File: src/rtl/neuron_layer_sequencer_pkg.sv
// Shared state encoding, fixed-point format and address-width helpers for the
// fully-connected layer sequencer, its MAC and the neuron datapath.
package neuron_layer_sequencer_pkg;

  localparam int FX_INT_W  = 8;
  localparam int FX_FRAC_W = 18;
  localparam int FX_W      = FX_INT_W + FX_FRAC_W;

  localparam int DEF_NUM_NEURONS = 10;
  localparam int DEF_NUM_INPUTS  = 785;

  function automatic int clog2_min1(input int n);
    return (n > 1) ? $clog2(n) : 1;
  endfunction

  localparam int IDX_W   = clog2_min1(DEF_NUM_NEURONS);
  localparam int PADDR_W = clog2_min1(DEF_NUM_INPUTS);
  localparam int WADDR_W = clog2_min1(DEF_NUM_NEURONS * DEF_NUM_INPUTS);

  typedef enum logic [2:0] {
    S_IDLE   = 3'd0,
    S_CLEAR  = 3'd1,
    S_STREAM = 3'd2,
    S_DRAIN  = 3'd3,
    S_DONE   = 3'd4
  } state_t;

endpackage

File: src/rtl/neuron_layer_sequencer_if.sv
// Control handshake plus ROM/MAC bus of the layer sequencer.
// master = sequencer side, slave = environment (controller, ROMs, MAC).
interface neuron_layer_sequencer_if #(
  parameter int NUM_NEURONS  = neuron_layer_sequencer_pkg::DEF_NUM_NEURONS,
  parameter int NUM_INPUTS   = neuron_layer_sequencer_pkg::DEF_NUM_INPUTS,
  parameter int OUTPUT_WIDTH = neuron_layer_sequencer_pkg::FX_W
);
  import neuron_layer_sequencer_pkg::*;

  localparam int IW = clog2_min1(NUM_NEURONS);
  localparam int PW = clog2_min1(NUM_INPUTS);
  localparam int WW = clog2_min1(NUM_NEURONS * NUM_INPUTS);

  logic                           start;
  logic                           busy;
  logic                           done;
  logic [IW-1:0]                  class_out;
  logic signed [OUTPUT_WIDTH-1:0] class_score;
  logic                           err;
  logic                           mem_rd_en;
  logic [PW-1:0]                  pix_addr;
  logic [WW-1:0]                  wgt_addr;
  logic                           mac_clr;
  logic                           mac_en;
  logic                           mac_last;
  logic signed [OUTPUT_WIDTH-1:0] mac_result;
  logic                           mac_valid;

  modport master (
    input  start, mac_result, mac_valid,
    output busy, done, class_out, class_score, err,
           mem_rd_en, pix_addr, wgt_addr, mac_clr, mac_en, mac_last
  );

  modport slave (
    output start, mac_result, mac_valid,
    input  busy, done, class_out, class_score, err,
           mem_rd_en, pix_addr, wgt_addr, mac_clr, mac_en, mac_last
  );

endinterface

File: src/rtl/neuron_layer_sequencer_argmax_tracker.sv
// Running argmax over neuron sums: signed strictly-greater compare, so ties
// keep the earlier (lower) index. o_upd_* is the best including this input.
module argmax_tracker #(
  parameter int SCORE_W = neuron_layer_sequencer_pkg::FX_W,
  parameter int INDEX_W = neuron_layer_sequencer_pkg::IDX_W
) (
  input  logic                      clk,
  input  logic                      rst,
  input  logic                      i_valid,
  input  logic                      i_first,
  input  logic signed [SCORE_W-1:0] i_score,
  input  logic [INDEX_W-1:0]        i_idx,
  output logic signed [SCORE_W-1:0] o_upd_score,
  output logic [INDEX_W-1:0]        o_upd_idx
);
  import neuron_layer_sequencer_pkg::*;

  logic signed [SCORE_W-1:0] r_best_score;
  logic [INDEX_W-1:0]        r_best_idx;
  logic                      w_take;

  always_comb begin
    w_take = i_valid && (i_first || (i_score > r_best_score));
    if (w_take) begin
      o_upd_score = i_score;
      o_upd_idx   = i_idx;
    end else begin
      o_upd_score = r_best_score;
      o_upd_idx   = r_best_idx;
    end
  end

  always_ff @(posedge clk or negedge rst) begin
    if (!rst) begin
      r_best_score <= '0;
      r_best_idx   <= '0;
    end else if (i_valid) begin
      r_best_score <= o_upd_score;
      r_best_idx   <= o_upd_idx;
    end
  end

endmodule

File: src/rtl/neuron_layer_sequencer.sv
// Time-multiplexes one pipelined MAC over every output neuron of a layer:
// drives ROM addresses and MAC strobes, then reports the argmax class.
module neuron_layer_sequencer #(
  parameter int NUM_NEURONS  = neuron_layer_sequencer_pkg::DEF_NUM_NEURONS,
  parameter int NUM_INPUTS   = neuron_layer_sequencer_pkg::DEF_NUM_INPUTS,
  parameter int OUTPUT_WIDTH = neuron_layer_sequencer_pkg::FX_W,
  parameter int MEM_LATENCY  = 1
) (
  input logic                      clk,
  input logic                      rst,
  neuron_layer_sequencer_if.master bus
);
  import neuron_layer_sequencer_pkg::*;

  localparam int IW = clog2_min1(NUM_NEURONS);
  localparam int PW = clog2_min1(NUM_INPUTS);
  localparam int WW = clog2_min1(NUM_NEURONS * NUM_INPUTS);
  localparam logic [IW-1:0] LAST_NEURON = IW'(NUM_NEURONS - 1);
  localparam logic [PW-1:0] LAST_INPUT  = PW'(NUM_INPUTS - 1);
  localparam logic [WW-1:0] BASE_STEP   = WW'(NUM_INPUTS);

  state_t r_state, w_next;
  logic [IW-1:0] r_neuron_idx;
  logic [PW-1:0] r_input_idx, w_rd_idx;
  logic [WW-1:0] r_wgt_base;
  logic w_accept, w_score_vld, w_rd_en, w_rd_last, w_first, w_last_neuron, w_stray;
  logic signed [OUTPUT_WIDTH-1:0] w_upd_score, r_class_score;
  logic [IW-1:0] w_upd_idx, r_class_out;
  logic r_busy, r_done, r_err, r_mem_rd_en, r_rd_last, r_mac_clr;
  logic [PW-1:0] r_pix_addr;
  logic [WW-1:0] r_wgt_addr;
  logic [MEM_LATENCY-1:0] r_en_pipe, r_last_pipe;

  assign w_first       = (r_neuron_idx == '0);
  assign w_last_neuron = (r_neuron_idx == LAST_NEURON);
  assign w_stray       = bus.mac_valid && (r_state != S_DRAIN);

  always_comb begin
    w_next      = r_state;
    w_accept    = 1'b0;
    w_score_vld = 1'b0;
    w_rd_idx    = '0;
    case (r_state)
      S_IDLE: begin
        if (bus.start) begin
          w_next   = S_CLEAR;
          w_accept = 1'b1;
        end else begin
          w_next = S_IDLE;
        end
      end
      S_CLEAR: w_next = S_STREAM;
      S_STREAM: begin
        if (r_input_idx == LAST_INPUT) begin
          w_next = S_DRAIN;
        end else begin
          w_next   = S_STREAM;
          w_rd_idx = r_input_idx + PW'(1);
        end
      end
      S_DRAIN: begin
        if (bus.mac_valid) begin
          w_score_vld = 1'b1;
          w_next      = w_last_neuron ? S_DONE : S_CLEAR;
        end else begin
          w_next = S_DRAIN;
        end
      end
      S_DONE:  w_next = S_IDLE;
      default: w_next = S_IDLE;
    endcase
  end

  assign w_rd_en   = (w_next == S_STREAM);
  assign w_rd_last = w_rd_en && (w_rd_idx == LAST_INPUT);

  always_ff @(posedge clk or negedge rst) begin
    if (!rst) r_state <= S_IDLE;
    else      r_state <= w_next;
  end

  // Weight addresses come from a running base, stepped once per neuron.
  always_ff @(posedge clk or negedge rst) begin
    if (!rst) begin
      r_neuron_idx <= '0;
      r_wgt_base   <= '0;
      r_input_idx  <= '0;
    end else begin
      if (w_accept) begin
        r_neuron_idx <= '0;
        r_wgt_base   <= '0;
      end else if (w_score_vld && !w_last_neuron) begin
        r_neuron_idx <= r_neuron_idx + IW'(1);
        r_wgt_base   <= r_wgt_base + BASE_STEP;
      end
      if (w_rd_en) r_input_idx <= w_rd_idx;
    end
  end

  argmax_tracker #(.SCORE_W(OUTPUT_WIDTH), .INDEX_W(IW)) u_argmax (
    .clk         (clk),
    .rst         (rst),
    .i_valid     (w_score_vld),
    .i_first     (w_first),
    .i_score     (bus.mac_result),
    .i_idx       (r_neuron_idx),
    .o_upd_score (w_upd_score),
    .o_upd_idx   (w_upd_idx)
  );

  // Outputs are registered from next-state so they line up with the state.
  always_ff @(posedge clk or negedge rst) begin
    if (!rst) begin
      r_busy        <= 1'b0;
      r_done        <= 1'b0;
      r_err         <= 1'b0;
      r_mac_clr     <= 1'b0;
      r_mem_rd_en   <= 1'b0;
      r_rd_last     <= 1'b0;
      r_pix_addr    <= '0;
      r_wgt_addr    <= '0;
      r_class_out   <= '0;
      r_class_score <= '0;
      r_en_pipe     <= '0;
      r_last_pipe   <= '0;
    end else begin
      r_busy      <= (w_next != S_IDLE);
      r_done      <= (w_next == S_DONE);
      r_mac_clr   <= (w_next == S_CLEAR);
      r_mem_rd_en <= w_rd_en;
      r_rd_last   <= w_rd_last;
      r_pix_addr  <= w_rd_en ? w_rd_idx : '0;
      r_wgt_addr  <= w_rd_en ? (r_wgt_base + WW'(w_rd_idx)) : '0;
      if (w_stray)       r_err <= 1'b1;
      else if (w_accept) r_err <= 1'b0;
      if (w_next == S_DONE) begin
        r_class_out   <= w_upd_idx;
        r_class_score <= w_upd_score;
      end
      r_en_pipe[0]   <= r_mem_rd_en;
      r_last_pipe[0] <= r_rd_last;
      for (int k = 1; k < MEM_LATENCY; k++) begin
        r_en_pipe[k]   <= r_en_pipe[k-1];
        r_last_pipe[k] <= r_last_pipe[k-1];
      end
    end
  end

  assign bus.busy        = r_busy;
  assign bus.done        = r_done;
  assign bus.err         = r_err;
  assign bus.class_out   = r_class_out;
  assign bus.class_score = r_class_score;
  assign bus.mem_rd_en   = r_mem_rd_en;
  assign bus.pix_addr    = r_pix_addr;
  assign bus.wgt_addr    = r_wgt_addr;
  assign bus.mac_clr     = r_mac_clr;
  assign bus.mac_en      = r_en_pipe[MEM_LATENCY-1];
  assign bus.mac_last    = r_last_pipe[MEM_LATENCY-1];

endmodule

File: src/flat_wrapper.sv
// flat-port wrapper written by rule: the top's interface ports become plain ports
module neuron_layer_sequencer_flat import neuron_layer_sequencer_pkg::*;
#(
  parameter int NUM_NEURONS  = neuron_layer_sequencer_pkg::DEF_NUM_NEURONS,
  parameter int NUM_INPUTS   = neuron_layer_sequencer_pkg::DEF_NUM_INPUTS,
  parameter int OUTPUT_WIDTH = neuron_layer_sequencer_pkg::FX_W,
  parameter int MEM_LATENCY  = 1
)
  (clk, rst, bus_start, bus_mac_result, bus_mac_valid, bus_busy, bus_done, bus_class_out, bus_class_score, bus_err, bus_mem_rd_en, bus_pix_addr, bus_wgt_addr, bus_mac_clr, bus_mac_en, bus_mac_last);
  neuron_layer_sequencer_if #(.NUM_NEURONS(NUM_NEURONS), .NUM_INPUTS(NUM_INPUTS), .OUTPUT_WIDTH(OUTPUT_WIDTH)) bus_i ();
  input logic clk;
  input logic rst;
  input wire logic [$bits(bus_i.start)-1:0] bus_start;
  input wire logic [$bits(bus_i.mac_result)-1:0] bus_mac_result;
  input wire logic [$bits(bus_i.mac_valid)-1:0] bus_mac_valid;
  output wire logic [$bits(bus_i.busy)-1:0] bus_busy;
  output wire logic [$bits(bus_i.done)-1:0] bus_done;
  output wire logic [$bits(bus_i.class_out)-1:0] bus_class_out;
  output wire logic [$bits(bus_i.class_score)-1:0] bus_class_score;
  output wire logic [$bits(bus_i.err)-1:0] bus_err;
  output wire logic [$bits(bus_i.mem_rd_en)-1:0] bus_mem_rd_en;
  output wire logic [$bits(bus_i.pix_addr)-1:0] bus_pix_addr;
  output wire logic [$bits(bus_i.wgt_addr)-1:0] bus_wgt_addr;
  output wire logic [$bits(bus_i.mac_clr)-1:0] bus_mac_clr;
  output wire logic [$bits(bus_i.mac_en)-1:0] bus_mac_en;
  output wire logic [$bits(bus_i.mac_last)-1:0] bus_mac_last;
  assign bus_i.start = bus_start;
  assign bus_i.mac_result = bus_mac_result;
  assign bus_i.mac_valid = bus_mac_valid;
  assign bus_busy = bus_i.busy;
  assign bus_done = bus_i.done;
  assign bus_class_out = bus_i.class_out;
  assign bus_class_score = bus_i.class_score;
  assign bus_err = bus_i.err;
  assign bus_mem_rd_en = bus_i.mem_rd_en;
  assign bus_pix_addr = bus_i.pix_addr;
  assign bus_wgt_addr = bus_i.wgt_addr;
  assign bus_mac_clr = bus_i.mac_clr;
  assign bus_mac_en = bus_i.mac_en;
  assign bus_mac_last = bus_i.mac_last;
  neuron_layer_sequencer #(.NUM_NEURONS(NUM_NEURONS), .NUM_INPUTS(NUM_INPUTS), .OUTPUT_WIDTH(OUTPUT_WIDTH), .MEM_LATENCY(MEM_LATENCY)) u_core (.clk(clk), .rst(rst), .bus(bus_i));
endmodule
File: config.mk
export PLATFORM = sky130hd
export DESIGN_NAME = neuron_layer_sequencer_flat
export DESIGN_NICKNAME = d
export VERILOG_FILES = /design/src/rtl/neuron_layer_sequencer_pkg.sv /design/src/rtl/neuron_layer_sequencer_if.sv /design/src/rtl/neuron_layer_sequencer_argmax_tracker.sv /design/src/rtl/neuron_layer_sequencer.sv /design/src/flat_wrapper.sv
export SDC_FILE = /design/constraint.sdc
export NUM_CORES = 1
export LEC_CHECK = 0
export BUFFER_PORTS_ARGS = -buffer_cell sky130_fd_sc_hd__buf_2
export CAP_MARGIN = 20
export CORE_UTILIZATION = 52
export CTS_BUF_LIST = sky130_fd_sc_hd__clkbuf_16
export CTS_CLUSTER_DIAMETER = 40
export CTS_CLUSTER_SIZE = 40
export DETAILED_ROUTE_END_ITERATION = 12
export PLACE_DENSITY_LB_ADDON = 0.1
export SETUP_SLACK_MARGIN = 0.05
export SYNTH_ARGS = -nofsm -noshare
export SYNTH_HDL_FRONTEND = slang
export SYNTH_SLANG_ARGS = --single-unit
export TNS_END_PERCENT = 5
File: constraint.sdc
create_clock -name clk -period 3.4 [get_ports clk]
set_input_delay 0.17 -clock clk [delete_from_list [all_inputs] [get_ports clk]]
set_output_delay 0.17 -clock clk [all_outputs]
set_load 0.02 [all_outputs]
-- Yosys cells after proc, flatten, opt, wreduce, memory -nomap -nowiden
Index checks and enable logic that the tools add are counted.
- bits in registers: 121
- input bits: 30
- order comparisons: 1
- eq/ne operators: 10
- add/subtract/negate cells: 4
- reductions and logical operators: 11
- mux-type cells: 21
- operators by type and width (operator ; number):
    $mux W13 ; 3
    $mux W10 ; 3
    $gt A26 B26 Y1 ; 1
    $mux W26 ; 1
    $eq A10 B10 Y1 const B ; 2
    $add A13 B10 Y13 ; 1
    $add A13 B10 Y13 const B ; 1
    $mux W4 ; 3
    $pmux W3 S4 ; 1
    $add A10 B1 Y10 const B ; 1
    $eq A3 B2 Y1 const B ; 3
    $mux W1 ; 8
    $eq A3 B1 Y1 const B ; 2
    $mux W3 ; 2
    $add A4 B1 Y4 const B ; 1
    $eq A4 B4 Y1 const B ; 1
    $logic_and A1 B1 Y1 ; 4
    $logic_not A4 Y1 ; 1
    $reduce_bool A2 Y1 ; 2
    $eq A3 B3 Y1 const B ; 1
    $logic_not A3 Y1 ; 1
    $ne A3 B2 Y1 const B ; 1
    $reduce_bool A3 Y1 ; 1
    $logic_not A1 Y1 ; 1
    $logic_or A1 B1 Y1 ; 1

-- Depth between registers and ports, before layout
Gate-level depths: netlist (run 1).
- depth after elaboration: 6
- gate-level depth with buffers: 16
- depth with buffers taken out: 15

-- By module
Synthesis (run 1) repeated with hierarchy kept, for this count alone.
- cells, all modules: 566
- area total of the unflattened synthesis: 6692.7 µm²
- by module, submodules not included (module ; instances ; seq. area each (µm²) ; area each (µm²) ; cells each):
    neuron_layer_sequencer ; 1 ; 2277.2 ; 4245.3 ; 366
    argmax_tracker ; 1 ; 750.7 ; 2447.3 ; 200

-- Worst setup path after synthesis (run 1)
Ideal clock, no wire load.
- kind: register to register
- start: register u_core.r_input_idx[6]
- end: register u_core.r_wgt_addr[12], in the netlist u_core.bus.wgt_addr[12]
- clock period less this slack: 3.514 ns
- setup time: 0.078 ns
- data required time: 3.322 ns
- cell stages (with the launch flop): 15
- path buffers: 2
- arrival: 3.436 ns
- path slack: -0.114 ns
- cells stage by stage: dfrtp_1 > or2_2 > o31ai_1 > or3_1 > clkbuf_1 > buf_1 > nor2_1 > fa_1 > a21o_1 > a21oi_1 > o21bai_1 > a21boi_0 > o31ai_1 > a31o_2 > a21oi_1
- cells in the longest elaborated chain, start to end: 5
- ends and longest elaborated chain (item ; RTL line ; RTL):
    start: declaration ; neuron_layer_sequencer.sv:24 ; logic [PW-1:0] r_input_idx, w_rd_idx;
    start signal: assignment ; neuron_layer_sequencer.sv:96 ; if (w_rd_en) r_input_idx <= w_rd_idx;
    $eq A10 B10 Y1 ; neuron_layer_sequencer.sv:54 ; if (r_input_idx == LAST_INPUT) begin
    $mux W10 ; neuron_layer_sequencer.sv:54 ;
    $mux W10 ; neuron_layer_sequencer.sv:43 ; case (r_state)
    via u_core.w_rd_idx[1] ; neuron_layer_sequencer.sv:24 ;
    $add A13 B10 Y13 ; neuron_layer_sequencer.sv:133 ; r_wgt_addr <= w_rd_en ? (r_wgt_base + WW'(w_rd_idx)) : '0;
    $mux W13 ; neuron_layer_sequencer.sv:133 ;
    end signal: assignment ; neuron_layer_sequencer.sv:133 ;
    end: declaration ; neuron_layer_sequencer.sv:31 ; logic [WW-1:0] r_wgt_addr;
The timed path passes the listed nets, and every way through them passes these cells.
A chain may end at the register's enable or synchronous reset.

-- Worst setup path after layout (run 1)
- start: register u_core.r_input_idx[1]
- end: register u_core.r_wgt_addr[9], in the netlist u_core.bus.wgt_addr[9]
- cells in the longest elaborated chain, start to end: 5
- ends and longest elaborated chain (item ; RTL line):
    $add A10 B1 Y10 / $eq A10 B10 Y1 (equally long branches) ; neuron_layer_sequencer.sv:58, neuron_layer_sequencer.sv:54
    $mux W10 (*) ; neuron_layer_sequencer.sv:54
    $mux W10 (*) ; neuron_layer_sequencer.sv:43
    via u_core.w_rd_idx[6] ; neuron_layer_sequencer.sv:24
    $add A13 B10 Y13 (*) ; neuron_layer_sequencer.sv:133
    $mux W13 (*) ; neuron_layer_sequencer.sv:133
The timed path passes the listed nets; every way through them passes the cells marked *.

==> results.sh, run 1 <==
export IMPL_via_per_inst=5.37
export IMPL_crit_arrival_ns=3.44
export IMPL_postRouteAntennaNets=0
export IMPL_clk_latency_ns=0.41
export IMPL_finalClockSkew_ns=0.00721
export IMPL_cts_buffer_depth=2
export IMPL_syn2layout_area_growth_pct=21.5
export IMPL_netlist_instances=589
export IMPL_crit_buf_inv=3
export IMPL_drt_drc_violations_left=0
export IMPL_syn_avg_cell_area_um2=10.4
export IMPL_final_cells=852
export IMPL_hold_path_class="in -> reg"
export IMPL_die_x_um=111
export IMPL_gp_congestion=0.911
export IMPL_pwr_share_seq=0.424
export IMPL_dp_hpwl_mm=8.76
export IMPL_drive_gt1_frac=0.216
export IMPL_tightest_slew_ns=0.734
export IMPL_finalWirelength_mm=12.6
export IMPL_power_density_nw_per_um2=462
export IMPL_gr_total_overflow=0
export IMPL_wl_per_cell_um=14.8
export IMPL_report_final_hold_viol_count=0
export IMPL_power_frac_comb=0.063
export IMPL_slowest_delay_ns=0.39
export IMPL_cp_max_fo=15
export IMPL_max_freq_mhz=318
export IMPL_start_util=0.536
export IMPL_grt_pass1_wl_mm=21.8
export IMPL_clkSinkCount=121
export IMPL_async_flop_share=1.00
export IMPL_htreeDepth=4
export IMPL_crit_type="reg -> reg"
export IMPL_synthDistinctLibCells=52
export IMPL_path_cells="inv_1, ha_1, nand3b_1, o31ai_2, or3_1, buf_4, nor2_1, ha_1, or2_2, a21oi_2, inv_1, a31oi_1, xor2_1, nor2_1"
export IMPL_intPower_uw=2690
export IMPL_cp_required_ns=3.70
export IMPL_grt_pass1_vias=4660
export IMPL_ios=90
export IMPL_core_area_um2=11500
export IMPL_rsz0062_at_grt="true"
export IMPL_dpl_cell_count=812
export IMPL_ys_warn_count=0
export IMPL_track_usage=0.224
export IMPL_p_sw_uw=766
export IMPL_swShare=0.222
export IMPL_setup_violations=0
export IMPL_synth_edf_count=0
export IMPL_max_vdd_ir_drop_mv=0.419
export IMPL_cp_end_kind="register"
export IMPL_power_frac_clock=0.512
export IMPL_io_buffers=89
export IMPL_critPathSlowestCell="dfrtp_1"
export IMPL_slew_headroom=0.511
export IMPL_antenna_found_initial=1
export IMPL_synth_area_um2=6140
export IMPL_path_clk_slew_ns=0.06
export IMPL_synthesis_nets=662
export IMPL_slew_violations=0
export IMPL_cap_violations=0
export IMPL_seq_area_frac_synth=0.493
export IMPL_rows=39
export IMPL_hold_ws_ns=0.0171
export IMPL_drtIter0Drc=249
export IMPL_layout_common_cells="dfrtp_1 (121), nor2_1 (90), buf_2 (88), a21oi_1 (54)"
export IMPL_synth_seq_cells=121
export IMPL_finalCritPeriodShare=0.925
export IMPL_die_area_um2=12300
export IMPL_drt_pre_antenna_iters=4
export IMPL_status="completed"
export IMPL_via_count=4573
export IMPL_cts_tree="done"
export IMPL_final_common_cell="dfrtp_1"
export IMPL_antenna_cells=0
export IMPL_cp_top_family="simple AND/OR/NAND/NOR gates"
export IMPL_tns_ns=0
export IMPL_period_needed_ns=3.14
export IMPL_grt_max_degree=64
export IMPL_die_h_um=111
export IMPL_cts_root_buffer="clkbuf_16"
export IMPL_crit_path_start_kind="register"
export IMPL_final_nets=769
export IMPL_leakage_uw=0.00389
export IMPL_synthFlopType="dfrtp_1"
export IMPL_cts_buffers=17
==> synthesized netlist by cell type, drive strengths merged (6+ instances only) <==
library cell	n	area [µm²]
dfrtp	121	3030
nor2	91	342
a21oi	57	285
ha	42	526
inv	41	154
mux2i	30	313
mux2	28	315
nand2	24	90.1
a21o	15	113
xnor2	15	131
clkbuf	14	52.6
xor2	13	114
nand3	10	50.1
nand4	10	68.8
o21ai	10	61.3
buf	6	41.3
nand2b	6	37.5
==> what timing repair did <==
item                                    4_1_cts  5_1_grt
endpoints found under the setup margin        1        3
hold buffers                                  7        0
hold endpoints to repair                     64        0
pin swaps                                     0        1
resized for setup                             1        6
buffers inserted                              0        1
==> metrics by stage <==
step            util  instance area (µm²)  worst slack (ns)  power (µW)
3_3_place_gp   0.591                 6780             0.133        1700
4_1_cts        0.648                 7430             0.138        3500
5_1_grt        0.651                 7470            0.0439        3590
2_1_floorplan      -                 6150             0.107        1620
6_report       0.651                 7470             0.256        3450
3_5_place_dp   0.591                 6780            0.0635        1700
==> metal layers <==
layer / wire length (µm) / track usage / vias to the layer above
li1: - / - / 2247
met1: 5430 / 0.266 / 2223
met2: 6380 / 0.383 / 81
met3: 515 / 0.0651 / 20
met4: 240 / 0.0889 / 2
met5: 13 / 0 / -
==> power groups by stage <==
stage | Clock [µW] | Sequential (µW) | Combinational, µW
6_report | 1770 | 1460 | 219
5_1_grt | 1880 | 1460 | 249
4_1_cts | 1810 | 1460 | 225
3_5_place_dp | 0 | 1490 | 215
3_3_place_gp | 0 | 1490 | 212
2_1_floorplan | 0 | 1490 | 132
==> registers in the layout, indices dropped and copies added, names as in the netlist, 3 cells and up <==
| signal | count |
|---|---|
| u_core.bus.class_out | 4 |
| u_core.bus.class_score | 26 |
| u_core.bus.pix_addr | 10 |
| u_core.bus.wgt_addr | 13 |
| u_core.r_input_idx | 10 |
| u_core.r_neuron_idx | 4 |
| u_core.r_state | 3 |
| u_core.r_wgt_base | 13 |
| u_core.u_argmax.r_best_idx | 4 |
| u_core.u_argmax.r_best_score | 26 |
==> final timing paths <==
check / depth (start not counted) / slack, ns / from / to
worst max-delay path: 14 / 0.26 / u_core.r_input_idx[1]$_DFFE_PN0P_ / u_core.bus.wgt_addr[9]$_DFF_PN0_
worst min-delay path: 2 / 0.02 / bus_mac_result[15] / u_core.u_argmax.r_best_score[15]$_DFFE_PN0P_
worst max register to register: 14 / 0.26 / u_core.r_input_idx[1]$_DFFE_PN0P_ / u_core.bus.wgt_addr[9]$_DFF_PN0_
worst min register to register: 0 / 0.36 / u_core.r_rd_last$_DFF_PN0_ / u_core.bus.mac_last$_DFF_PN0_
max in group asynchronous: 3 / 2.21 / rst / u_core.r_input_idx[0]$_DFFE_PN0P_
min in group asynchronous: 2 / 0.38 / rst / u_core.bus.class_score[10]$_DFFE_PN0P_
==> cell type report <==
type / instances / area, µm²
Inverter: 41 / 154
Fill cell: 916 / 4000
Tap cell: 143 / 179
Sequential cell: 121 / 3030
Timing Repair Buffer: 108 / 621
Clock buffer: 17 / 425
Clock inverter: 15 / 160
Multi-Input combinational cell: 407 / 2900
==> kinds of logic (layout without fill, tap and decap cells) <==
group	after synthesis	count (layout)	synth area share
simple gates	166	166	0.123
flops	121	121	0.493
compound gates	112	112	0.113
buf+inv	61	181	0.0403
mux	58	58	0.102
fa+ha+maj	43	43	0.0888
xor+xnor	28	28	0.0399
(Power assumes the default switching activity.)
==> inputs of run 2 (changes only) <==
--- a/config.mk
+++ b/config.mk
@@ -9,3 +9,3 @@
 export CAP_MARGIN = 20
-export CORE_UTILIZATION = 52
+export CORE_UTILIZATION = 30
 export CTS_BUF_LIST = sky130_fd_sc_hd__clkbuf_16
==> constraint.sdc (replaced) <==
create_clock -name clk -period 3.4 [get_ports clk]
set_input_delay 0 -clock clk [delete_from_list [all_inputs] [get_ports clk]]
set_output_delay 0 -clock clk [all_outputs]
set_load 0.02 [all_outputs]
==> run 2 against run 1 <==
Effect of this change: critical path depth stayed put; global-route usage down 7.9 points; register-to-register slack improved by 0.02 ns; combinational power up 13%; worst setup slack better by 0.019 ns; first-iteration DRC count decreased by 26%; utilization shrank 25 points; flip-flop and latch count unchanged; count of clock-buffer cells in the layout is the same; clock skew is 0.0036 ns higher; hold slack gained 0.22 ns; cell count is 17% higher.
==> results.sh, run 2 (same netlist as run 1, synthesis figures left out) <==
export IMPL_antenna_found_initial=0
export IMPL_die_area_um2=21100
export IMPL_max_freq_mhz=320
export IMPL_rows=51
export IMPL_cap_violations=0
export IMPL_die_h_um=145
export IMPL_gp_congestion=0.798
export IMPL_via_per_inst=4.66
export IMPL_dpl_instance_area_um2=7000
export IMPL_status="completed"
export IMPL_gr_total_overflow=0
export IMPL_cts_setup_buffers=0
export IMPL_hold_path_class="in -> async"
export IMPL_grt_pass1_wl_mm=24.4
export IMPL_leakage_uw=0.00405
export IMPL_postRouteAntennaNets=0
export IMPL_htreeDepth=4
export IMPL_crit_path_start_kind="register"
export IMPL_dp_hpwl_mm=10.3
export IMPL_multi_input_area_um2=2890
export IMPL_cp_required_ns=3.70
export IMPL_setup_violations=0
export IMPL_ff_latch_area_um2=3030
export IMPL_slew_headroom=0.440
export IMPL_finalWirelength_mm=14.4
export IMPL_finalCritPeriodShare=0.919
export IMPL_antenna_cells=0
export IMPL_track_usage=0.145
export IMPL_pre_cts_ws_ns=0.0931
export IMPL_cts_tree="done"
export IMPL_wl_per_cell_um=14.4
export IMPL_crit_type="reg -> reg"
export IMPL_core_area_um2=19800
export IMPL_layout_common_cells="dfrtp_1 (121), nor2_1 (90), buf_2 (88), a21oi_1 (56), inv_1 (44)"
export IMPL_drive_gt1_frac=0.209
export IMPL_fillCellCount=1987
export IMPL_ios=90
export IMPL_power_density_nw_per_um2=456
export IMPL_tightest_slew_ns=0.840
export IMPL_cts_buffer_depth=2
export IMPL_start_util=0.311
export IMPL_hold_ws_ns=0.233
export IMPL_syn2layout_area_growth_pct=28.9
export IMPL_drt_pre_antenna_iters=4
export IMPL_rsz0062_at_grt="true"
export IMPL_utilization=0.400
export IMPL_finalClockSkew_ns=0.0108
export IMPL_cp_end_kind="register"
export IMPL_tns_ns=0
export IMPL_finalWorstSetupSlack_ns=0.276
export IMPL_grt_pass1_vias=4726
export IMPL_io_buffers=89
export IMPL_drtIter0Drc=185
export IMPL_max_vdd_ir_drop_mv=0.341
export IMPL_final_nets=797
export IMPL_fin_area_um2=7920
export IMPL_drt_drc_violations_left=0
export IMPL_cts_root_buffer="clkbuf_16"
export IMPL_cts_buffers=17
export IMPL_slew_violations=0
export IMPL_final_common_cell="dfrtp_1"
export IMPL_clkSinkCount=121
export IMPL_path_clk_slew_ns=0.06
export IMPL_cp_max_fo=14
export IMPL_crit_arrival_ns=3.42
export IMPL_report_final_hold_viol_count=0
export IMPL_die_x_um=145
export IMPL_grt_max_degree=62
export IMPL_via_count=4665
export IMPL_clk_latency_ns=0.41
export IMPL_period_needed_ns=3.12
-- run 2: cell count changes in the layout (fill, tap and decap cells not counted), sizes merged --
cell	previous run	this run
buf	101	107
inv	42	44
dlygate4sd3	7	29
clkinv	7	6
bufinv	3	5
clkinvlp	4	0
-- run 2: worst max-delay path, cell delays in order, from the launching register on --
cell	delay, ns
dfrtp_1	0.38
inv_1	0.07
ha_1	0.18
nand3b_1	0.13
o31ai_2	0.08
or3_1	0.34
buf_4	0.18
buf_4	0.18
nor2_1	0.27
ha_1	0.31
o21ai_0	0.27
o21ai_0	0.17
a31oi_1	0.24
xor2_1	0.16
nor2_1	0.05
-- run 2: where the power goes --
part | switching, µW | total, µW | leakage (µW) | internal [µW]
logic | 135 | 248 | 0.00215 | 113
clock network | 624 | 1900 | 0.000315 | 1280
registers | 9.24 | 1460 | 0.00158 | 1450
total | 768 | 3610 | 0.00405 | 2840
-- run 2: path summary, 6_finish.rpt --
check / from / end / slack, ns / cells past startpoint
worst max-delay path: u_core.r_input_idx[1]$_DFFE_PN0P_ / u_core.bus.wgt_addr[9]$_DFF_PN0_ / 0.28 / 14
worst min-delay path: rst / u_core.bus.pix_addr[1]$_DFF_PN0_ / 0.23 / 2
worst max register to register: u_core.r_input_idx[1]$_DFFE_PN0P_ / u_core.bus.wgt_addr[9]$_DFF_PN0_ / 0.28 / 14
worst min register to register: u_core.r_rd_last$_DFF_PN0_ / u_core.bus.mac_last$_DFF_PN0_ / 0.36 / 0
max in group asynchronous: rst / u_core.r_wgt_base[4]$_DFFE_PN0P_ / 2.35 / 3
min in group clk: u_core.r_rd_last$_DFF_PN0_ / u_core.bus.mac_last$_DFF_PN0_ / 0.36 / 0
-- run 2: final cells by class --
class | instances | share of cell area
clock buffers | 17 | 0.0537
well taps | 265 | 0.0419
multi-input cells | 407 | 0.365
flip-flops and latches | 121 | 0.382
repair buffers | 136 | 0.113
inverters | 41 | 0.0194
clock inverters | 14 | 0.0239
-- run 2: timing repair --
| item | CTS | global route |
|---|---|---|
| hold endpoints to repair | 113 | 0 |
| setup endpoints to repair | 0 | 3 |
| gates resized for setup | 0 | 5 |
| hold buffers | 29 | 0 |
-- run 2: metal layers --
metal / wire length (µm) / share of wire / track usage
met5: 0 / 0 / 0
met4: 148 / 0.010 / 0.0442
met3: 586 / 0.041 / 0.0393
met2: 6480 / 0.45 / 0.221
met1: 7160 / 0.50 / 0.199
-- run 2: per-stage QoR --
stage,power [µW],instances
global placement,1710,941
finish,3610,1001
global route,3770,1001
detailed placement,1720,941
floorplan,1620,589
CTS,3680,1001
==> inputs of run 3 (changes only) <==
Settings changed: GPL_TIMING_DRIVEN from default to 0.
==> run 3 against run 2 <==
Effect of this change: worst setup slack lost 0.087 ns; critical path type unchanged; total power shrank 4.9%; hold slack worse by 0.20 ns; sequential power hardly changed; non-clock buffer count grew 12; largest cell class unchanged.
==> results.sh, run 3 (same netlist as run 1, synthesis figures left out) <==
export IMPL_power_frac_comb=0.072
export IMPL_final_cells=1014
export IMPL_core_area_um2=19800
export IMPL_dpl_instance_area_um2=6960
export IMPL_via_count=4669
export IMPL_clk_latency_ns=0.42
export IMPL_p_sw_uw=808
export IMPL_htreeDepth=4
export IMPL_utilization=0.401
export IMPL_postRouteAntennaNets=0
export IMPL_die_h_um=145
export IMPL_period_needed_ns=3.21
export IMPL_clkSinkCount=121
export IMPL_ios=90
export IMPL_finalClockSkew_ns=0.00935
export IMPL_grt_max_degree=91
export IMPL_io_buffers=89
export IMPL_via_per_inst=4.60
export IMPL_cp_end_kind="register"
export IMPL_cts_buffers=17
export IMPL_path_clk_slew_ns=0.06
export IMPL_slew_headroom=0.399
export IMPL_reg2reg_setup_slack_ns=0.19
export IMPL_slew_violations=0
export IMPL_swShare=0.235
export IMPL_crit_path_start_kind="register"
export IMPL_die_area_um2=21100
export IMPL_hold_path_class="in -> async"
export IMPL_grt_pass1_wl_mm=25.0
export IMPL_max_vdd_ir_drop_mv=0.317
export IMPL_setup_violations=0
export IMPL_tightest_slew_ns=0.895
export IMPL_dpl_cell_count=944
export IMPL_timing_rr_start="u_core.r_input_idx[1]$_DFFE_PN0P_"
export IMPL_rr_worst_depth=15
export IMPL_status="completed"
export IMPL_report_final_hold_viol_count=0
export IMPL_antenna_cells=0
export IMPL_finalWirelength_mm=14.8
export IMPL_cts_tree="done"
export IMPL_drive_gt1_frac=0.214
export IMPL_drt_drc_violations_left=0
export IMPL_worst_r2r_endpoint="u_core.bus.wgt_addr[12]$_DFF_PN0_"
export IMPL_layout_common_cells="dfrtp_1 (120), buf_2 (91), nor2_1 (89), a21oi_1 (54), ha_1 (42)"
export IMPL_power_frac_clock=0.502
export IMPL_track_usage=0.151
export IMPL_finalPower_uw=3440
export IMPL_cap_violations=0
export IMPL_cts_buffer_depth=2
export IMPL_finalCritPeriodShare=0.944
export IMPL_antenna_found_initial=0
export IMPL_syn2layout_area_growth_pct=29.1
export IMPL_crit_arrival_ns=3.56
export IMPL_gp_congestion=0.761
export IMPL_final_nets=809
export IMPL_grt_pass1_vias=4866
export IMPL_power_density_nw_per_um2=433
export IMPL_hold_ws_ns=0.0350
export IMPL_cp_max_fo=8
export IMPL_cts_root_buffer="clkbuf_16"
export IMPL_dp_hpwl_mm=10.7
export IMPL_final_common_cell="dfrtp_1"
export IMPL_cp_required_ns=3.75
export IMPL_die_x_um=145
export IMPL_rsz0062_at_grt="true"
export IMPL_pwr_share_seq=0.426
export IMPL_fin_area_um2=7930
export IMPL_wl_per_cell_um=14.6
export IMPL_max_freq_mhz=311
export IMPL_crit_type="reg -> reg"
export IMPL_intPower_uw=2630
export IMPL_drt_pre_antenna_iters=4
export IMPL_leakage_uw=0.00400
export IMPL_start_util=0.311
export IMPL_gr_total_overflow=0
export IMPL_drtIter0Drc=175
export IMPL_rows=51
==> run 3: worst max-delay path, stage by stage, from the launching register on <==
cell and delay, ns:
dfrtp_1 0.41, inv_1 0.09, ha_1 0.17, nand3b_1 0.14
o31ai_2 0.30, or3_4 0.23, nor2_1 0.07, ha_1 0.21
fa_2 0.35, a21o_1 0.17, a21oi_2 0.15, o21bai_1 0.11
a21boi_2 0.24, o31ai_4 0.11, a31o_2 0.26, a21oi_1 0.11
==> run 3: power by group through the flow <==
stage	Sequential, µW	Clock, µW	Combinational (µW)
final	1460	1720	248
after detailed placement	1490	0	229
after floorplan	1490	0	132
after CTS	1460	1770	256
after global routing	1460	1840	283
after global placement	1490	0	221
==> run 3: repair_timing <==
action	in CTS	in global routing
buffers inserted	0	10
pin swaps	0	6
cloned	0	0
hold buffers	29	0
endpoints found under the setup margin	8	5
gates resized for setup	10	7
endpoints found under the hold margin	174	0
==> run 3: routing by layer <==
layer,track usage,part of all wire,vias up
met5,0,0,-
met4,0.0474,0.013,0
met3,0.0399,0.037,15
met2,0.233,0.46,73
met1,0.204,0.49,2251
li1,-,-,2330
==> run 3: worst max-delay path by stage <==
stage                                      startpoint                                end  cells past startpoint
global placement    u_core.r_input_idx[0]$_DFFE_PN0P_  u_core.bus.wgt_addr[12]$_DFF_PN0_                     16
global route        u_core.r_input_idx[1]$_DFFE_PN0P_  u_core.bus.wgt_addr[12]$_DFF_PN0_                     15
detailed placement  u_core.r_input_idx[0]$_DFFE_PN0P_  u_core.bus.wgt_addr[12]$_DFF_PN0_                     16
CTS                 u_core.r_input_idx[0]$_DFFE_PN0P_  u_core.bus.wgt_addr[12]$_DFF_PN0_                     15
finish              u_core.r_input_idx[1]$_DFFE_PN0P_  u_core.bus.wgt_addr[12]$_DFF_PN0_                     15
floorplan           u_core.r_input_idx[6]$_DFFE_PN0P_  u_core.bus.wgt_addr[12]$_DFF_PN0_                     14
==> run 3: cell type report <==
cell class	count	area (µm²)
tap	265	332
inverter	41	154
sequential	121	3030
timing repair buffer	129	845
clock inverter	15	135
multi-input combinational	407	2920
clock buffer	17	425
buffer	19	93.8
fill	1976	11800
==> run 3: metrics by stage <==
step                TNS [ns]  setup WS [ns]
finish                     0          0.189
global route               0         0.0184
floorplan                  0          0.107
detailed placement     -1.94         -0.526
global placement       -1.78         -0.485
CTS                        0         0.0822
